===== src/rtl/bcd_to_comp2_if.sv =====
// Digit-entry bus between the keypad/entry logic (master) and the
// BCD-to-two's-complement encoder (slave).
interface bcd_to_comp2_if;
  logic       digit_valid;
  logic [3:0] digit;
  logic       sign;
  logic       enter;
  logic       clear;
  logic [7:0] out;
  logic       out_valid;
  logic       overflow;
  logic       busy;
  logic [1:0] ndigits;

  modport master (
    output digit_valid, digit, sign, enter, clear,
    input  out, out_valid, overflow, busy, ndigits
  );

  modport slave (
    input  digit_valid, digit, sign, enter, clear,
    output out, out_valid, overflow, busy, ndigits
  );
endinterface


===== src/rtl/bcd_to_comp2.sv =====
// Sequential decimal-entry encoder: accumulates up to three BCD digits and,
// on enter, emits the range-checked 8-bit two's-complement value.
module bcd_to_comp2 (
  input  logic           clk,
  input  logic           reset_n,
  bcd_to_comp2_if.slave  bus
);

  typedef enum logic [1:0] {
    ST_IDLE    = 2'd0,
    ST_ACCUM   = 2'd1,
    ST_CONVERT = 2'd2,
    ST_DONE    = 2'd3
  } state_t;

  state_t     state_r, state_s;
  logic [9:0] acc_r, acc_s;
  logic [1:0] cnt_r, cnt_s;
  logic       sgn_r, sgn_s;
  logic [7:0] out_r, out_s;
  logic       out_valid_r, out_valid_s;
  logic       overflow_r, overflow_s;
  logic       busy_r, busy_s;
  logic       digit_ok_s;

  function automatic logic is_overflow(input logic [9:0] mag, input logic neg);
    if (neg) begin
      is_overflow = (mag > 10'd128);
    end else begin
      is_overflow = (mag > 10'd127);
    end
  endfunction

  // Negation is invert-plus-one in 8 bits, so -0 wraps to 0 and -128 to 8'h80.
  function automatic logic [7:0] to_comp2(input logic [7:0] mag, input logic neg);
    if (neg) begin
      to_comp2 = (~mag) + 8'd1;
    end else begin
      to_comp2 = mag;
    end
  endfunction

  assign digit_ok_s = bus.digit_valid && (bus.digit <= 4'd9);

  // Next-state and next-output logic; priority is clear > enter > digit.
  always_comb begin
    state_s     = state_r;
    acc_s       = acc_r;
    cnt_s       = cnt_r;
    sgn_s       = sgn_r;
    out_s       = out_r;
    out_valid_s = out_valid_r;
    overflow_s  = overflow_r;

    case (state_r)
      ST_IDLE, ST_ACCUM: begin
        if (bus.clear) begin
          state_s     = ST_IDLE;
          acc_s       = 10'd0;
          cnt_s       = 2'd0;
          out_valid_s = 1'b0;
          overflow_s  = 1'b0;
        end else if (bus.enter) begin
          sgn_s   = bus.sign;
          state_s = ST_CONVERT;
        end else if (digit_ok_s && (cnt_r != 2'd3)) begin
          acc_s   = (acc_r << 3) + (acc_r << 1) + {6'd0, bus.digit};
          cnt_s   = cnt_r + 2'd1;
          state_s = ST_ACCUM;
        end else begin
          state_s = state_r;
        end
      end

      ST_CONVERT: begin
        overflow_s  = is_overflow(acc_r, sgn_r);
        if (is_overflow(acc_r, sgn_r)) begin
          out_s = 8'h00;
        end else begin
          out_s = to_comp2(acc_r[7:0], sgn_r);
        end
        out_valid_s = 1'b1;
        state_s     = ST_DONE;
      end

      ST_DONE: begin
        if (bus.clear) begin
          state_s     = ST_IDLE;
          acc_s       = 10'd0;
          cnt_s       = 2'd0;
          out_valid_s = 1'b0;
          overflow_s  = 1'b0;
        end else if (bus.enter) begin
          // enter outranks digit_valid even though it has no effect here
          state_s = state_r;
        end else if (digit_ok_s) begin
          acc_s       = {6'd0, bus.digit};
          cnt_s       = 2'd1;
          state_s     = ST_ACCUM;
          out_valid_s = 1'b0;
          overflow_s  = 1'b0;
        end else begin
          state_s = state_r;
        end
      end

      default: begin
        state_s     = ST_IDLE;
        acc_s       = 10'd0;
        cnt_s       = 2'd0;
        out_valid_s = 1'b0;
        overflow_s  = 1'b0;
      end
    endcase

    busy_s = (state_s == ST_CONVERT);
  end

  // State and output registers with synchronous active-low reset.
  always_ff @(posedge clk) begin
    if (!reset_n) begin
      state_r     <= ST_IDLE;
      acc_r       <= 10'd0;
      cnt_r       <= 2'd0;
      sgn_r       <= 1'b0;
      out_r       <= 8'h00;
      out_valid_r <= 1'b0;
      overflow_r  <= 1'b0;
      busy_r      <= 1'b0;
    end else begin
      state_r     <= state_s;
      acc_r       <= acc_s;
      cnt_r       <= cnt_s;
      sgn_r       <= sgn_s;
      out_r       <= out_s;
      out_valid_r <= out_valid_s;
      overflow_r  <= overflow_s;
      busy_r      <= busy_s;
    end
  end

  assign bus.out       = out_r;
  assign bus.out_valid = out_valid_r;
  assign bus.overflow  = overflow_r;
  assign bus.busy      = busy_r;
  assign bus.ndigits   = cnt_r;

endmodule


===== src/flat_wrapper.sv =====
// flat-port wrapper written by rule: the top's interface ports become plain ports
module bcd_to_comp2_flat 
  (clk, reset_n, bus_digit_valid, bus_digit, bus_sign, bus_enter, bus_clear, bus_out, bus_out_valid, bus_overflow, bus_busy, bus_ndigits);
  bcd_to_comp2_if bus_i ();
  input  logic clk;
  input  logic reset_n;
  input wire logic [$bits(bus_i.digit_valid)-1:0] bus_digit_valid;
  input wire logic [$bits(bus_i.digit)-1:0] bus_digit;
  input wire logic [$bits(bus_i.sign)-1:0] bus_sign;
  input wire logic [$bits(bus_i.enter)-1:0] bus_enter;
  input wire logic [$bits(bus_i.clear)-1:0] bus_clear;
  output wire logic [$bits(bus_i.out)-1:0] bus_out;
  output wire logic [$bits(bus_i.out_valid)-1:0] bus_out_valid;
  output wire logic [$bits(bus_i.overflow)-1:0] bus_overflow;
  output wire logic [$bits(bus_i.busy)-1:0] bus_busy;
  output wire logic [$bits(bus_i.ndigits)-1:0] bus_ndigits;
  assign bus_i.digit_valid = bus_digit_valid;
  assign bus_i.digit = bus_digit;
  assign bus_i.sign = bus_sign;
  assign bus_i.enter = bus_enter;
  assign bus_i.clear = bus_clear;
  assign bus_out = bus_i.out;
  assign bus_out_valid = bus_i.out_valid;
  assign bus_overflow = bus_i.overflow;
  assign bus_busy = bus_i.busy;
  assign bus_ndigits = bus_i.ndigits;
  bcd_to_comp2 u_core (.clk(clk), .reset_n(reset_n), .bus(bus_i));
endmodule

===== config.mk =====
export PLATFORM = sky130hd
export DESIGN_NAME = bcd_to_comp2_flat
export DESIGN_NICKNAME = d
export VERILOG_FILES = /design/src/rtl/bcd_to_comp2_if.sv /design/src/rtl/bcd_to_comp2.sv /design/src/flat_wrapper.sv
export SDC_FILE = /design/constraint.sdc
export NUM_CORES = 1
export LEC_CHECK = 0
export CORE_MARGIN = 4
export CORE_UTILIZATION = 46
export CTS_CLUSTER_SIZE = 8
export DETAILED_ROUTE_END_ITERATION = 7
export PLACE_DENSITY = 0.71
export REMOVE_ABC_BUFFERS = 1
export SETUP_SLACK_MARGIN = 0.15
export SLEW_MARGIN = 30
export SYNTH_ARGS = -nofsm -noshare
export SYNTH_HDL_FRONTEND = slang
export SYNTH_SLANG_ARGS = --single-unit

===== constraint.sdc =====
create_clock -name clk -period 5.3 [get_ports clk]
set_input_delay 0.795 -clock clk [delete_from_list [all_inputs] [get_ports clk]]
set_output_delay 0.795 -clock clk [all_outputs]
set_load 0.01 [all_outputs]

# Word level (Yosys, flattened, before mapping)
# Index checks and enable logic that the tools add are counted.
[totals]
register_bits = 26
in_bits = 10
out_inout_bits = 13
wordCells = 66
[classes]
addsub = 4
magnitude_cmp = 3
eq_ne = 10
n_mux = 31
n_bitwise = 2
n_reduce_logical = 8
[ops]
columns = ["op", "n"]
rows = [
  ["10-bit 2-to-1 mux", 6],
  ["2-bit 2-to-1 mux", 12],
  ["10-bit one-hot mux with 2 select lines", 1],
  ["8-bit 2-to-1 mux", 2],
  ["10-bit adder", 1],
  ["10-bit by 4-bit adder with 10-bit output", 1],
  ["10-bit by 7-bit greater-than comparator with 1-bit output (second input constant)", 1],
  ["10-bit by 8-bit greater-than comparator with 1-bit output (second input constant)", 1],
  ["8-bit by 1-bit adder with 8-bit output (second input constant)", 1],
  ["8-bit inverter", 1],
  ["2-bit == test (second input constant)", 3],
  ["1-bit 2-to-1 mux", 6],
  ["3-bit by 2-bit inequality test with 1-bit output (second input constant)", 2],
  ["3-bit inequality test (second input constant)", 2],
  ["1-bit one-hot mux with 3 select lines", 2],
  ["2-bit one-hot mux with 3 select lines", 1],
  ["3-bit AND reduction", 2],
  ["5-bit AND reduction", 1],
  ["4-bit less-or-equal comparator (second input constant)", 1],
  ["2-bit inequality test (second input constant)", 2],
  ["2-bit one-hot mux with 2 select lines", 1],
  ["2-bit by 1-bit adder with 2-bit output (second input constant)", 1],
  ["2-bit by 1-bit == test with 1-bit output (second input constant)", 1],
  ["1-bit logical AND", 2],
  ["other kinds (4)", 4],
]

# Depth between registers and ports, before layout
# Gate-level depths: netlist of run 1.
[depth]
ltp_word = 8
ltp_mapped = 9
ltp_nobuf = 8

# Worst setup path after synthesis of run 1
# OpenSTA, ideal clock, no wires.
[synth_path]
path_kind = "input to register"
startpoint = "input port bus_digit[3]"
endpoint = "register u_core.acc_r[8]"
setup_ps = 79
arrival_time_ps = 2763
required_ps = 5221
path_slack_ps = 2458
cell_stages = 8
n_path_buf = 0
cell_sequence = "inv_1 > fa_1 > inv_1 > fa_1 > a211oi_1 > o21bai_1 > a2111o_1 > o211ai_1"
[synth_via]
elab_chain_len = 5
word_cells_on_any_way = 11
cone_classes = "add/sub (1); order compare (1); eq/ne (2); mux (4); reduce/logical (3)"
[synth_lines]
columns = ["item", "line_no", "source"]
rows = [
  ["start, declared", "flat_wrapper.sv:8", "input wire logic [$bits(bus_i.digit)-1:0] bus_digit;"],
  ["10-bit by 4-bit adder with 10-bit output / 4-bit less-or-equal comparator (equally long branches)", "bcd_to_comp2.sv:67, bcd_to_comp2.sv:43", ""],
  ["10-bit 2-to-1 mux / 1-bit logical AND (equally long branches)", "bcd_to_comp2.sv:66, bcd_to_comp2.sv:43", ""],
  ["10-bit 2-to-1 mux / 1-bit logical AND (equally long branches)", "bcd_to_comp2.sv:63, bcd_to_comp2.sv:66", ""],
  ["10-bit 2-to-1 mux / 3-bit by 2-bit inequality test with 1-bit output (equally long branches)", "n/a", ""],
  ["10-bit one-hot mux with 2 select lines / 5-bit AND reduction (equally long branches)", "n/a", ""],
  ["end signal, assigned", "bcd_to_comp2.sv:132", "acc_r <= acc_s;"],
  ["end, declared", "bcd_to_comp2.sv:17", "logic [9:0] acc_r, acc_s;"],
]
# Parallel ways exist; a longest one is shown, timed or not. The select of a mux whose other input is x is not followed.
# A chain may end at the register's enable or synchronous reset.

# Worst setup path in the final report of run 1
# Same ends and word-level chain as after synthesis.

==> results.cfg, run 1 <==
[floorplan]
core.rowCount = 22
start_util_pct = 47.7
chipHeight_um = 69.6
fp.dieW_um = 69.6
dieArea_mm2 = 0.00484
io_pins = 23
coreArea_mm2 = 0.00366

[worst_setup_path]
path_cells = clkdlybuf4s50_1 > inv_1 > fa_1 > inv_1 > fa_1 > a211oi_1 > o21bai_1 > a2111o_1 > o211ai_1
r2r-start = u_core.acc_r[0]
critPathArrivalTime_ps = 3480
reg2reg_slack_ps = 2620
r2r_cells = 8
worstPathRequired_ps = 5500
slowest_delay_ps = 540
cp-start-kind = input pin
crit_type = in -> reg
cp_max_fo = 5
crit_path_top_delay_cell = clkdlybuf4s50_1
rr_endpoint = u_core.acc_r[8]
end_kind = flip-flop

[clock_tree]
cts-root-buf = clkbuf_8
clock_sinks = 26
postCtsSetupRepairBufs = 0
cts_buffers = 3
cts_buffer_depth = 2
ctsResizeCount = 0
clk_latency_ps = 280
path_clk_slew_ps = 100
cts_tree = yes
cts_hold_buffers = 0
cts_max_level = 1

[yosys]
syn_inst = 204
synth_seq_cells = 26
ys_seq_area_share_pct = 29.8
syn-cell-area_mm2 = 0.00175
synth_top_flop_cell = dfxtp_1
synth.avg_cell_area_um2 = 8.56
synthArstFlopShare_pct = 0
yosysWarnings = 0
ys_types = 55
synth_edf_count = 0

[timing]
min_period_over_period_pct = 61.9
clock.fmax_ghz = 0.305
timing.final.ws_setup_ps = 2020
final-setup-viol-count = 0
skew_ps = 11.3
final_hold_viol_count = 0
hold_ws_ps = 450
worst_pin_slew_ps = 739
rsz0062_at_grt = false
tns_ps = 0
relSlewSlack_pct = 50.4
fin_crit_ps = 3280
drv_slew = 0

[global_route]
antenna_found_initial = 0
grt_overflow = 0
grt_max_degree = 16
met2_usage_pct = 26.3
use_met3_pct = 2.17
busiest_layer = met2
grtUsageMet1_pct = 24.8
globalRouteTotalUtil_pct = 17.3
grt_pass1_vias = 1500
grt_pass1_wl_um = 7000

[route]
drc = 0
drt_iter0_drc = 165
totalWireLength_um = 3950
avgRoutedWirePerCell_um = 14.5
via_per_inst = 5.88
vias = 1598
drtAntennaViolNets = 0
drtPass1Iterations = 4

[job]
drv_cap = 0

[final_layout]
final_cells = 272
nets = 253
layout_commonest_cell = dfxtp_1
layout_common_cells = dfxtp_1, clkdlybuf4s50_1, nand2_1, ha_1, a21oi_1
num_antenna_cells = 0
drive_above_1_share_pct = 4.02
synthToLayoutAreaGrowth_pct = 18.4

[min_path]
worstHoldStart = u_core.bus.out[6]
hold_end = u_core.bus.out[6]
hold_path_class = reg -> reg
min_path_cells = 2

[place]
place.port_buffers = 22
dp.cells = 268
gp_congestion = 0.913
dp_slack_ps = 1750
place_hpwl_um = 3100

[pwr]
p_leak_nw = 0.842
p_per_area_mw_per_mm2 = 211
vdd_drop_max_mv = 0.0974

[status]
outcome = complete, no violations
-- registers in the layout, summed over array words and instances, names as in the netlist --
name                  flops
u_core.acc_r             10
u_core.bus.busy           1
u_core.bus.ndigits        2
u_core.bus.out            8
u_core.bus.out_valid      1
u_core.bus.overflow       1
u_core.sgn_r              1
u_core.state_r            2
-- routing by layer --
metal | vias up | share of wire [%]
li1 | 815 | -
met1 | 733 | 48
met2 | 44 | 45
met3 | 6 | 4.5
met4 | 0 | 1.8
met5 | - | 0
-- worst max path at each step --
| stage | start | to | slack (ps) | cells past startpoint |
|---|---|---|---|---|
| final | bus_digit[3] | u_core.acc_r[8] | 2020 | 9 |
| after global routing | bus_digit[3] | u_core.acc_r[8] | 1880 | 9 |
| after CTS | bus_digit[3] | u_core.acc_r[8] | 2030 | 9 |
| after detailed placement | bus_digit[3] | u_core.acc_r[8] | 1750 | 9 |
| after global placement | bus_digit[3] | u_core.acc_r[8] | 1790 | 9 |
| after floorplan | bus_digit[3] | u_core.acc_r[8] | 2460 | 8 |
-- worst max-delay path, delay by kind of cell --
kind	cells	cell delay (ps)
compound gates	4	980
fa+ha+maj	2	1000
buf+inv	3	690
-- cell families (layout without fill, tap and decap cells) --
logic type                 count (synthesis)  after routing  synth area share, %
DFF                                       26             26                 29.8
and+or+nand+nor                           57             57                 18.0
buffers and inverters                     17             37                 4.16
adders and majority gates                 18             18                 13.8
muxes                                      1              1                0.573
xor gates and xnor gates                   8              8                 4.01
AOI/OAI and AO/OA                         77             77                 29.7
-- stage by stage --
| step | utilization (%) | power (mW) | area [um^2] |
|---|---|---|---|
| 2_1_floorplan | - | 0.246 | 1710 |
| 3_3_place_gp | 54.5 | 0.273 | 1990 |
| 3_5_place_dp | 54.5 | 0.273 | 1990 |
| 4_1_cts | 56.4 | 0.437 | 2070 |
| 5_1_grt | 56.4 | 0.454 | 2070 |
| 6_report | 56.4 | 0.436 | 2070 |
-- area by class of cell --
type / count / area [um^2]
Inverter: 11 / 41.3
Tap cell: 48 / 60.1
Sequential cell: 26 / 520
Clock inverter: 1 / 30.0
Fill cell: 335 / 1600
Timing Repair Buffer: 22 / 220
Multi-Input combinational cell: 161 / 1150
Clock buffer: 3 / 41.3
-- cells in the mapped netlist (3+ instances only) --
master,count,share of area [%]
o31ai_1,9,3.9
nand2_1,16,3.4
nand3_1,3,0.86
nor2b_1,4,1.4
nand4_1,3,1.1
xnor2_1,5,2.5
a21o_1,3,1.3
o211ai_1,4,1.7
clkbuf_1,4,0.86
nand2b_1,3,1.1
a31oi_1,4,1.4
ha_1,16,11
inv_1,11,2.4
nor2_1,10,2.2
dfxtp_1,26,30
a211oi_1,3,1.3
o21a_1,4,1.7
nor3_1,3,0.86
a21oi_1,15,4.3
xor2_1,3,1.5
o21ai_1,3,0.86
o21ai_0,14,4.0
-- report_power, final --
group | total [mW] | switching [mW] | internal (mW)
Combinational | 0.0632 | 0.0370 | 0.0262
Clock | 0.167 | 0.0654 | 0.101
Sequential | 0.206 | 0.00608 | 0.200
Total | 0.436 | 0.109 | 0.327
Note: power is estimated with default switching activity, not from simulation.
==> run 2: changes to the inputs <==
==> constraint.sdc (replaced) <==
create_clock -name clk -period 3.1 [get_ports clk]
set_input_delay 0.465 -clock clk [delete_from_list [all_inputs] [get_ports clk]]
set_output_delay 0.465 -clock clk [all_outputs]
set_load 0.01 [all_outputs]
==> results.cfg, run 2 (synthesis results as in run 1) <==
[timing]
relSlewSlack_pct = 49.2
drv_slew = 0
worst_pin_slew_ps = 759
skew_ps = 3.65
timing.final.ws_setup_ps = 314
final-setup-viol-count = 0
final_hold_viol_count = 0
min_period_over_period_pct = 89.9
rsz0062_at_grt = false
fin_crit_ps = 2790
clock.fmax_ghz = 0.359
tns_ps = 0

[place]
place_hpwl_um = 3190
gp_congestion = 0.882
place_area_mm2 = 0.00203
dp_slack_ps = -55.4
place.port_buffers = 22
dp.cells = 273

[floorplan]
coreArea_mm2 = 0.00366
start_util_pct = 47.7
chipHeight_um = 69.6
dieArea_mm2 = 0.00484
core.rowCount = 22
fp.dieW_um = 69.6
io_pins = 23

[global_route]
antenna_found_initial = 0
grt_pass1_wl_um = 7120
globalRouteTotalUtil_pct = 17.9
grt_max_degree = 16
grt_pass1_vias = 1551
grt_overflow = 0

[worst_setup_path]
end_kind = flip-flop
critPathArrivalTime_ps = 2990
cp_max_fo = 3
worstPathRequired_ps = 3300
cp-start-kind = input pin
crit_type = in -> reg

[pwr]
p_leak_nw = 0.861
vdd_drop_max_mv = 0.141
p_per_area_mw_per_mm2 = 330

[clock_tree]
cts-root-buf = clkbuf_8
clock_sinks = 26
cts_tree = yes
cts_buffer_depth = 2
path_clk_slew_ps = 100
cts_buffers = 3
cts_max_level = 1
clk_latency_ps = 270
cts_hold_buffers = 0

[final_layout]
layout_common_cells = dfxtp_1, clkdlybuf4s50_1, nand2_1, ha_1, a21oi_1
final_cells = 277
fill_cells = 347
postLayoutCoreUtil_pct = 57.1
max_flop_register = u_core.acc_r
design_area_mm2 = 0.00209
largest_reg_flops = 10
layout_commonest_cell = dfxtp_1
nets = 258
num_antenna_cells = 0
synthToLayoutAreaGrowth_pct = 19.9
drive_above_1_share_pct = 6.55

[status]
outcome = complete, no violations

[route]
drtPass1Iterations = 5
totalWireLength_um = 4070
drtAntennaViolNets = 0
drc = 0
via_per_inst = 5.74
vias = 1589
drt_iter0_drc = 113
avgRoutedWirePerCell_um = 14.7

[job]
drv_cap = 0

[min_path]
hold_path_class = reg -> reg
==> run 2: changes by cell type in the layout (fill, tap and decap cells not counted), sizes merged <==
cell    before  now
buf          0    5
bufinv       1    0
clkbuf       3    4
==> run 2: cell type report <==
cell class	instances	area [um^2]	area share [%]
sequential	26	520	24.9
tap	48	60.1	2.87
timing repair buffer	27	258	12.3
multi-input combinational	161	1160	55.3
inverter	11	41.3	1.97
clock buffer	4	55.1	2.63
==> run 2: stage by stage <==
step	power (mW)	hold WS [ps]
after floorplan	0.421	472
after global placement	0.472	435
after detailed placement	0.472	442
after CTS	0.696	456
after global routing	0.724	467
final	0.691	450
==> run 2: report_power, final <==
group          switching [mW]  internal, mW  total [mW]
combinational          0.0644        0.0492       0.114
clock                   0.112         0.114       0.226
sequential             0.0102         0.342       0.352
total                   0.187         0.504       0.691
==> run 2: worst paths after layout <==
path,slack (ps),startpoint,endpoint,cells after the start
setup / recovery,310,bus_digit[3],u_core.acc_r[8],9
hold / removal,450,u_core.bus.out[6],u_core.bus.out[6],2
setup reg to reg,510,u_core.acc_r[0],u_core.acc_r[8],8
hold reg to reg,450,u_core.bus.out[6],u_core.bus.out[6],2
==> run 2: repair_timing <==
| action | 4_1_cts | 5_1_grt |
|---|---|---|
| resized for setup | 0 | 1 |
| setup buffers | 0 | 0 |
| endpoints found under the setup margin | 0 | 1 |
==> run 2: worst max-delay path, stage by stage <==
cell and delay [ps]:
clkdlybuf4s50_1 480, inv_1 60, fa_1 520, inv_1 70, fa_1 480, a211oi_2 280, o21bai_1 130, a2111o_1 410
o211ai_1 90
==> run 2: layer usage <==
metal	share of wire (%)	track usage [%]
met5	0	0
met4	1.8	7.16
met3	4.4	1.88
met2	45	28.0
met1	49	24.9
